**src/rtl/fxp_pkg.sv**
```systemverilog
// Q16.16 fixed-point helpers and default tuning for the EMA signal engine.
// Contents: fxp_t word type, saturation limits, engine parameter defaults,
// fxp_sat32 (34-bit signed -> saturated fxp_t) and fxp_abs_sat.
package fxp_pkg;

    typedef logic signed [31:0] fxp_t;

    localparam fxp_t FXP_MAX = 32'sh7FFF_FFFF;
    localparam fxp_t FXP_MIN = 32'sh8000_0000;

    localparam int unsigned FXP_FRAC        = 16;
    localparam int unsigned FXP_ALPHA_SHIFT = 5;
    localparam fxp_t        FXP_W1          = 32'sd49152;   // 0.75
    localparam fxp_t        FXP_W2          = 32'sd16384;   // 0.25
    localparam fxp_t        FXP_LIMIT       = 32'sd131072;  // 2.0

    // Clamp a 34-bit signed value into the 32-bit range; it fits when the
    // top three bits agree.
    function automatic fxp_t fxp_sat32(input logic signed [33:0] v);
        if ((v[33:31] == 3'b000) || (v[33:31] == 3'b111)) begin
            return fxp_t'(v[31:0]);
        end else if (v[33]) begin
            return FXP_MIN;
        end else begin
            return FXP_MAX;
        end
    endfunction

    // Magnitude with the most negative value pinned to FXP_MAX.
    function automatic fxp_t fxp_abs_sat(input fxp_t v);
        if (v == FXP_MIN) begin
            return FXP_MAX;
        end else if (v[31]) begin
            return -v;
        end else begin
            return v;
        end
    endfunction

endpackage

```
**src/rtl/ema_signal_engine.sv**
```systemverilog
// Streaming Q16.16 EMA signal stage feeding the risk/limit check.
// Three pipeline banks (S1 dev/mom/EMA, S2 weighted products, S3 saturated
// sum + risk flag) share one stall enable for full back-pressure.
// Ports:
//   clk, rst_n          clock, async active-low reset
//   clear               synchronous soft clear (un-prime, flush pipeline)
//   in_valid/in_ready   tick handshake, in_price signed Q16.16
//   out_valid/out_ready result handshake
//   out_signal          saturated W1*dev + W2*mom
//   out_ema             EMA after this tick's update
//   out_risk            |out_signal| > LIMIT
//   primed              EMA has been seeded
module ema_signal_engine
    import fxp_pkg::*;
#(
    parameter int unsigned FRAC        = FXP_FRAC,
    parameter int unsigned ALPHA_SHIFT = FXP_ALPHA_SHIFT,
    parameter fxp_t        W1          = FXP_W1,
    parameter fxp_t        W2          = FXP_W2,
    parameter fxp_t        LIMIT       = FXP_LIMIT
) (
    input  logic        clk,
    input  logic        rst_n,
    input  logic        clear,
    input  logic        in_valid,
    output logic        in_ready,
    input  logic [31:0] in_price,
    output logic        out_valid,
    input  logic        out_ready,
    output logic [31:0] out_signal,
    output logic [31:0] out_ema,
    output logic        out_risk,
    output logic        primed
);

    // State and pipeline registers
    fxp_t              ema_q,  ema_d;
    fxp_t              prev_q, prev_d;
    logic              primed_q, primed_d;
    logic              rdy_en_q;
    logic              v1_q, v1_d;
    fxp_t              dev_q, dev_d, mom_q, mom_d, ema1_q, ema1_d;
    logic              v2_q, v2_d;
    logic signed [32:0] p1_q, p1_d, p2_q, p2_d;
    fxp_t              ema2_q, ema2_d;
    logic              v3_q, v3_d;
    fxp_t              sig_q, sig_d, ema3_q, ema3_d;
    logic              risk_q, risk_d;

    // Datapath wires
    fxp_t               price;
    logic               stall, accept;
    logic signed [32:0] dev_w, mom_w;
    fxp_t               dev_s, mom_s, ema_upd;
    logic signed [63:0] prod1, prod2;
    logic signed [33:0] sum_w;
    fxp_t               sig_s;

    assign price  = in_price;
    assign stall  = v3_q && !out_ready;
    // rdy_en_q keeps in_ready low until the first edge after reset release
    assign in_ready = rdy_en_q && !stall && !clear;
    assign accept = in_valid && in_ready;

    // S1: deviation / momentum at 33 bits, then saturate
    assign dev_w   = 33'(price) - 33'(ema_q);
    assign mom_w   = 33'(price) - 33'(prev_q);
    assign dev_s   = fxp_sat32(34'(dev_w));
    assign mom_s   = fxp_sat32(34'(mom_w));
    assign ema_upd = ema_q + (dev_s >>> ALPHA_SHIFT);

    // S2: full-width signed products, floored by the arithmetic shift
    assign prod1 = 64'(W1) * 64'(dev_q);
    assign prod2 = 64'(W2) * 64'(mom_q);

    // S3: 34-bit sum then saturate
    assign sum_w = 34'(p1_q) + 34'(p2_q);
    assign sig_s = fxp_sat32(sum_w);

    // Next-state: clear wins, stall freezes everything, else advance
    always_comb begin
        ema_d    = ema_q;
        prev_d   = prev_q;
        primed_d = primed_q;
        v1_d     = v1_q;
        dev_d    = dev_q;
        mom_d    = mom_q;
        ema1_d   = ema1_q;
        v2_d     = v2_q;
        p1_d     = p1_q;
        p2_d     = p2_q;
        ema2_d   = ema2_q;
        v3_d     = v3_q;
        sig_d    = sig_q;
        ema3_d   = ema3_q;
        risk_d   = risk_q;

        if (clear) begin
            primed_d = 1'b0;
            v1_d     = 1'b0;
            v2_d     = 1'b0;
            v3_d     = 1'b0;
            ema_d    = '0;
            prev_d   = '0;
        end else if (!stall) begin
            // Seeding tick updates state but never enters the pipeline
            v1_d = accept && primed_q;
            v2_d = v1_q;
            v3_d = v2_q;

            if (accept) begin
                prev_d = price;
                if (primed_q) begin
                    ema_d  = ema_upd;
                    dev_d  = dev_s;
                    mom_d  = mom_s;
                    ema1_d = ema_upd;
                end else begin
                    ema_d    = price;
                    primed_d = 1'b1;
                end
            end

            if (v1_q) begin
                p1_d   = 33'(prod1 >>> FRAC);
                p2_d   = 33'(prod2 >>> FRAC);
                ema2_d = ema1_q;
            end

            if (v2_q) begin
                sig_d  = sig_s;
                ema3_d = ema2_q;
                risk_d = fxp_abs_sat(sig_s) > LIMIT;
            end
        end
    end

    // State register
    always_ff @(posedge clk or negedge rst_n) begin
        if (!rst_n) begin
            ema_q    <= '0;
            prev_q   <= '0;
            primed_q <= 1'b0;
            rdy_en_q <= 1'b0;
            v1_q     <= 1'b0;
            dev_q    <= '0;
            mom_q    <= '0;
            ema1_q   <= '0;
            v2_q     <= 1'b0;
            p1_q     <= '0;
            p2_q     <= '0;
            ema2_q   <= '0;
            v3_q     <= 1'b0;
            sig_q    <= '0;
            ema3_q   <= '0;
            risk_q   <= 1'b0;
        end else begin
            ema_q    <= ema_d;
            prev_q   <= prev_d;
            primed_q <= primed_d;
            rdy_en_q <= 1'b1;
            v1_q     <= v1_d;
            dev_q    <= dev_d;
            mom_q    <= mom_d;
            ema1_q   <= ema1_d;
            v2_q     <= v2_d;
            p1_q     <= p1_d;
            p2_q     <= p2_d;
            ema2_q   <= ema2_d;
            v3_q     <= v3_d;
            sig_q    <= sig_d;
            ema3_q   <= ema3_d;
            risk_q   <= risk_d;
        end
    end

    assign out_valid  = v3_q;
    assign out_signal = sig_q;
    assign out_ema    = ema3_q;
    assign out_risk   = risk_q;
    assign primed     = primed_q;

endmodule
```
**config.mk**
```make
export PLATFORM = sky130hd
export DESIGN_NAME = ema_signal_engine
export DESIGN_NICKNAME = d
export VERILOG_FILES = /design/src/rtl/fxp_pkg.sv /design/src/rtl/ema_signal_engine.sv
export SDC_FILE = /design/constraint.sdc
export NUM_CORES = 1
export LEC_CHECK = 0
export CAP_MARGIN = 30
export CORE_MARGIN = 8
export CORE_UTILIZATION = 35
export CTS_CLUSTER_SIZE = 8
export DETAILED_ROUTE_END_ITERATION = 10
export PLACE_DENSITY = 0.62
export SLEW_MARGIN = 20
export SYNTH_ARGS = -nofsm -noshare
export SYNTH_HDL_FRONTEND = slang
export SYNTH_SLANG_ARGS = --single-unit
export TNS_END_PERCENT = 30
```
**constraint.sdc**
```tcl
create_clock -name clk -period 8.2 [get_ports clk]
set_input_delay 1.64 -clock clk [delete_from_list [all_inputs] [get_ports clk]]
set_output_delay 1.64 -clock clk [all_outputs]
set_load 0.05 [all_outputs]
```
==> metrics.yaml <==
leakage_nw: 12.3
worst_pin_slew_ns: 0.984
io_pins: 105
io_buffers: 104
hp-class: "flip-flop to flip-flop"
total_power_w: 0.00906
antennaDiodeCount: 0
crit_fanout: 4
cts_root_buf: "clkbuf_16"
seq_area_um2: 8080
synth_seq_cells: 323
drive_gt1_frac: 0.0981
clock_path_buffers: 3
clock_skew_ns: 0.0557
die_h_um: 272
synth_enable_flop_cells: 0
die_x_um: 272
grt_max_degree: 172
wire_per_inst_um: 17.8
synth_seq_area_share: 0.353
h-tree-depth: 2
netlist_instances: 2676
rsz0062_at_grt: "false"
period_needed_ns: 7.62
ir_drop_uv: 157
dp_hpwl_um: 49100
synth_top_area_share: 0.353
start_util: 0.351
critPathArrivalTime_ns: 8.10
gp_congestion: 0.926
drt-pass1-iter-count: 5
setup_viol: 0
critical_path_required_ns: 8.68
core_um2: 65300
postCtsHoldBufs: 0
synth_top_area_cell: "dfrtp_1"
vias: 19900
grt_antenna_before_repair: 1
layout.nets: 3047
drv_slew: 0
track_usage: 0.173
syn_nets: 2905
synth_cell_types: 100
slew_headroom: 0.344
startpoint_type: "input port"
instances_no_fill: 3687
via_per_inst: 5.41
cp-end-kind: "flip-flop"
yosys-top-cells-area: "dfrtp_1 (35%), ha_1 (10%), nand2_1 (7.9%)"
synth_area_per_cell_um2: 8.57
clkSinkCount: 323
synth_area_um2: 22900
fin_crit_sh: 0.930
power_density_nw_per_um2: 339
clk_latency_ns: 0.60
place_inst: 3632
reg2reg_slack_ns: 1.62
cts_tree: "built"
crit_type: "input port to flip-flop"
crit_path_max_incr_delay_ns: 0.57
whs_ns: 0.458
drc: 0
fillers: 6593
drtAntennaViolNets: 0
cp_slowest_cell: "clkdlybuf4s50_1"
cts_buffers: 46
ys_warn_count: 0
multi_input_area_um2: 14000
hold_viol: 0
synth_ff_type: "dfrtp_1"
grt_pass1_wl_um: 106000
areaGrowthSynthToFinish_pct: 16.7
drtIter0Drc: 1446
maxCapViolCount: 0
max_freq_mhz: 131
grt_pass1_vias: 19500
overflow: 0
clkTransAtPathRegs_ns: 0.05
async_flop_share: 1.00
fp.dieArea_um2: 73900
status: "completed"
finalCoreUtilization: 0.410
wl_um: 65700
rows: 94
==> metal layers <==
metal | GRT usage | up-vias | part of all wire
met2 | 0.281 | 474 | 0.45
li1 | - | 9895 | -
met3 | 0.0238 | 104 | 0.043
met4 | 0.0566 | 0 | 0.032
met1 | 0.237 | 9457 | 0.47
met5 | 0 | - | 0
==> metrics by stage <==
step,setup TNS [ns],area [µm²],worst slack (ns)
2_1_floorplan,0,22900,0.0711
3_3_place_gp,-2.42,25400,-0.397
3_5_place_dp,-3.74,25400,-0.508
4_1_cts,0,26700,0.0871
5_1_grt,0,26700,0.0743
6_report,0,26700,0.576
==> area by class of cell <==
| type | count | area share |
|---|---|---|
| flip-flops and latches | 323 | 0.302 |
| clock inverters | 4 | 0.00356 |
| inverters | 118 | 0.0166 |
| clock buffers | 49 | 0.0435 |
| well taps | 864 | 0.0404 |
| multi-input cells | 2116 | 0.523 |
| repair buffers | 213 | 0.0710 |
==> cells in the final DEF, fill, tap and decap left out, types with 23 or more instances in the layout <==
cell / count
a221o_1: 23
o21ai_0: 196
clkdlybuf4s50_1: 101
xor2_1: 39
inv_1: 118
nand2_1: 478
and3_1: 24
mux2_2: 48
o31ai_1: 48
and2_1: 23
buf_4: 106
nor3_1: 47
a31oi_1: 33
nor2_1: 168
dfrtp_1: 322
mux2i_1: 32
xnor2_1: 82
clkbuf_16: 46
a21o_1: 56
o211ai_1: 23
a21oi_1: 160
ha_1: 188
nand3_1: 39
o21a_1: 34
or3_1: 40
==> path summary, 6_finish.rpt <==
check                             from            end  cells after the start
min reg2reg                  ema1_q[0]      ema2_q[0]                      2
min                          ema1_q[0]      ema2_q[0]                      2
min in group asynchronous        rst_n  out_signal[6]                      1
max reg2reg                   ema_q[1]     ema1_q[26]                     30
max in group asynchronous        rst_n         primed                      2
max                        in_price[1]     ema1_q[26]                     31
==> cells by family (layout without fill, tap and decap cells) <==
family,count (synthesis),count (layout),synth area share
AO/OA/AOI/OAI,785,785,0.231
XOR/XNOR,122,122,0.0469
adder cells (fa/ha/maj),192,192,0.106
buffers and inverters,237,384,0.0402
flip-flops,323,323,0.353
multiplexers,82,82,0.0390
other,1,1,0.000164
AND/OR/NAND/NOR,934,934,0.184
==> registers in the layout, indices dropped and copies added, names as in the netlist <==
register	count
p1_q	33
dev_q	32
ema1_q	32
ema2_q	32
ema_q	32
out_ema	32
out_signal	32
prev_q	32
mom_q	30
p2_q	30
out_risk	1
out_valid	1
primed	1
rdy_en_q	1
v1_q	1
v2_q	1
==> cells in the mapped netlist (15+ instances only) <==
cell type / number
o21a_1: 34
nor2_1: 169
buf_1: 15
xnor2_1: 82
a221o_1: 23
a31oi_1: 33
o31ai_1: 49
a21oi_1: 160
o21bai_1: 18
o21ai_0: 198
mux2_2: 48
nor3_1: 48
o211ai_1: 23
and2_1: 24
or3_1: 40
nor2b_1: 18
inv_1: 118
dfrtp_1: 323
a21o_1: 56
nand3_1: 39
nand2_1: 481
clkbuf_1: 88
mux2i_1: 33
ha_1: 188
nand2b_1: 19
and3_1: 25
a211oi_1: 18
xor2_1: 39
a211o_1: 15
==> power breakdown <==
part	internal (W)	switching [W]	leakage, nW
clock network	0.00100	0.000722	0.609
registers	0.00200	0.000279	4.26
logic	0.00193	0.00312	7.38
==> worst max-delay path: cells and delay by family <==
family	cells	cell delay, ns
buf+inv	3	0.83
xor+xnor	1	0.16
compound gates	18	3.27
fa+ha+maj	2	0.87
mux	1	0.28
simple gates	6	1.01
==> timing repair <==
| item | CTS | global route |
|---|---|---|
| buffers inserted | 0 | 0 |
| setup endpoints to repair | 0 | 13 |
| resized for setup | 0 | 11 |
| hold endpoints to repair | 0 | 0 |
(Power assumes the default switching activity.)
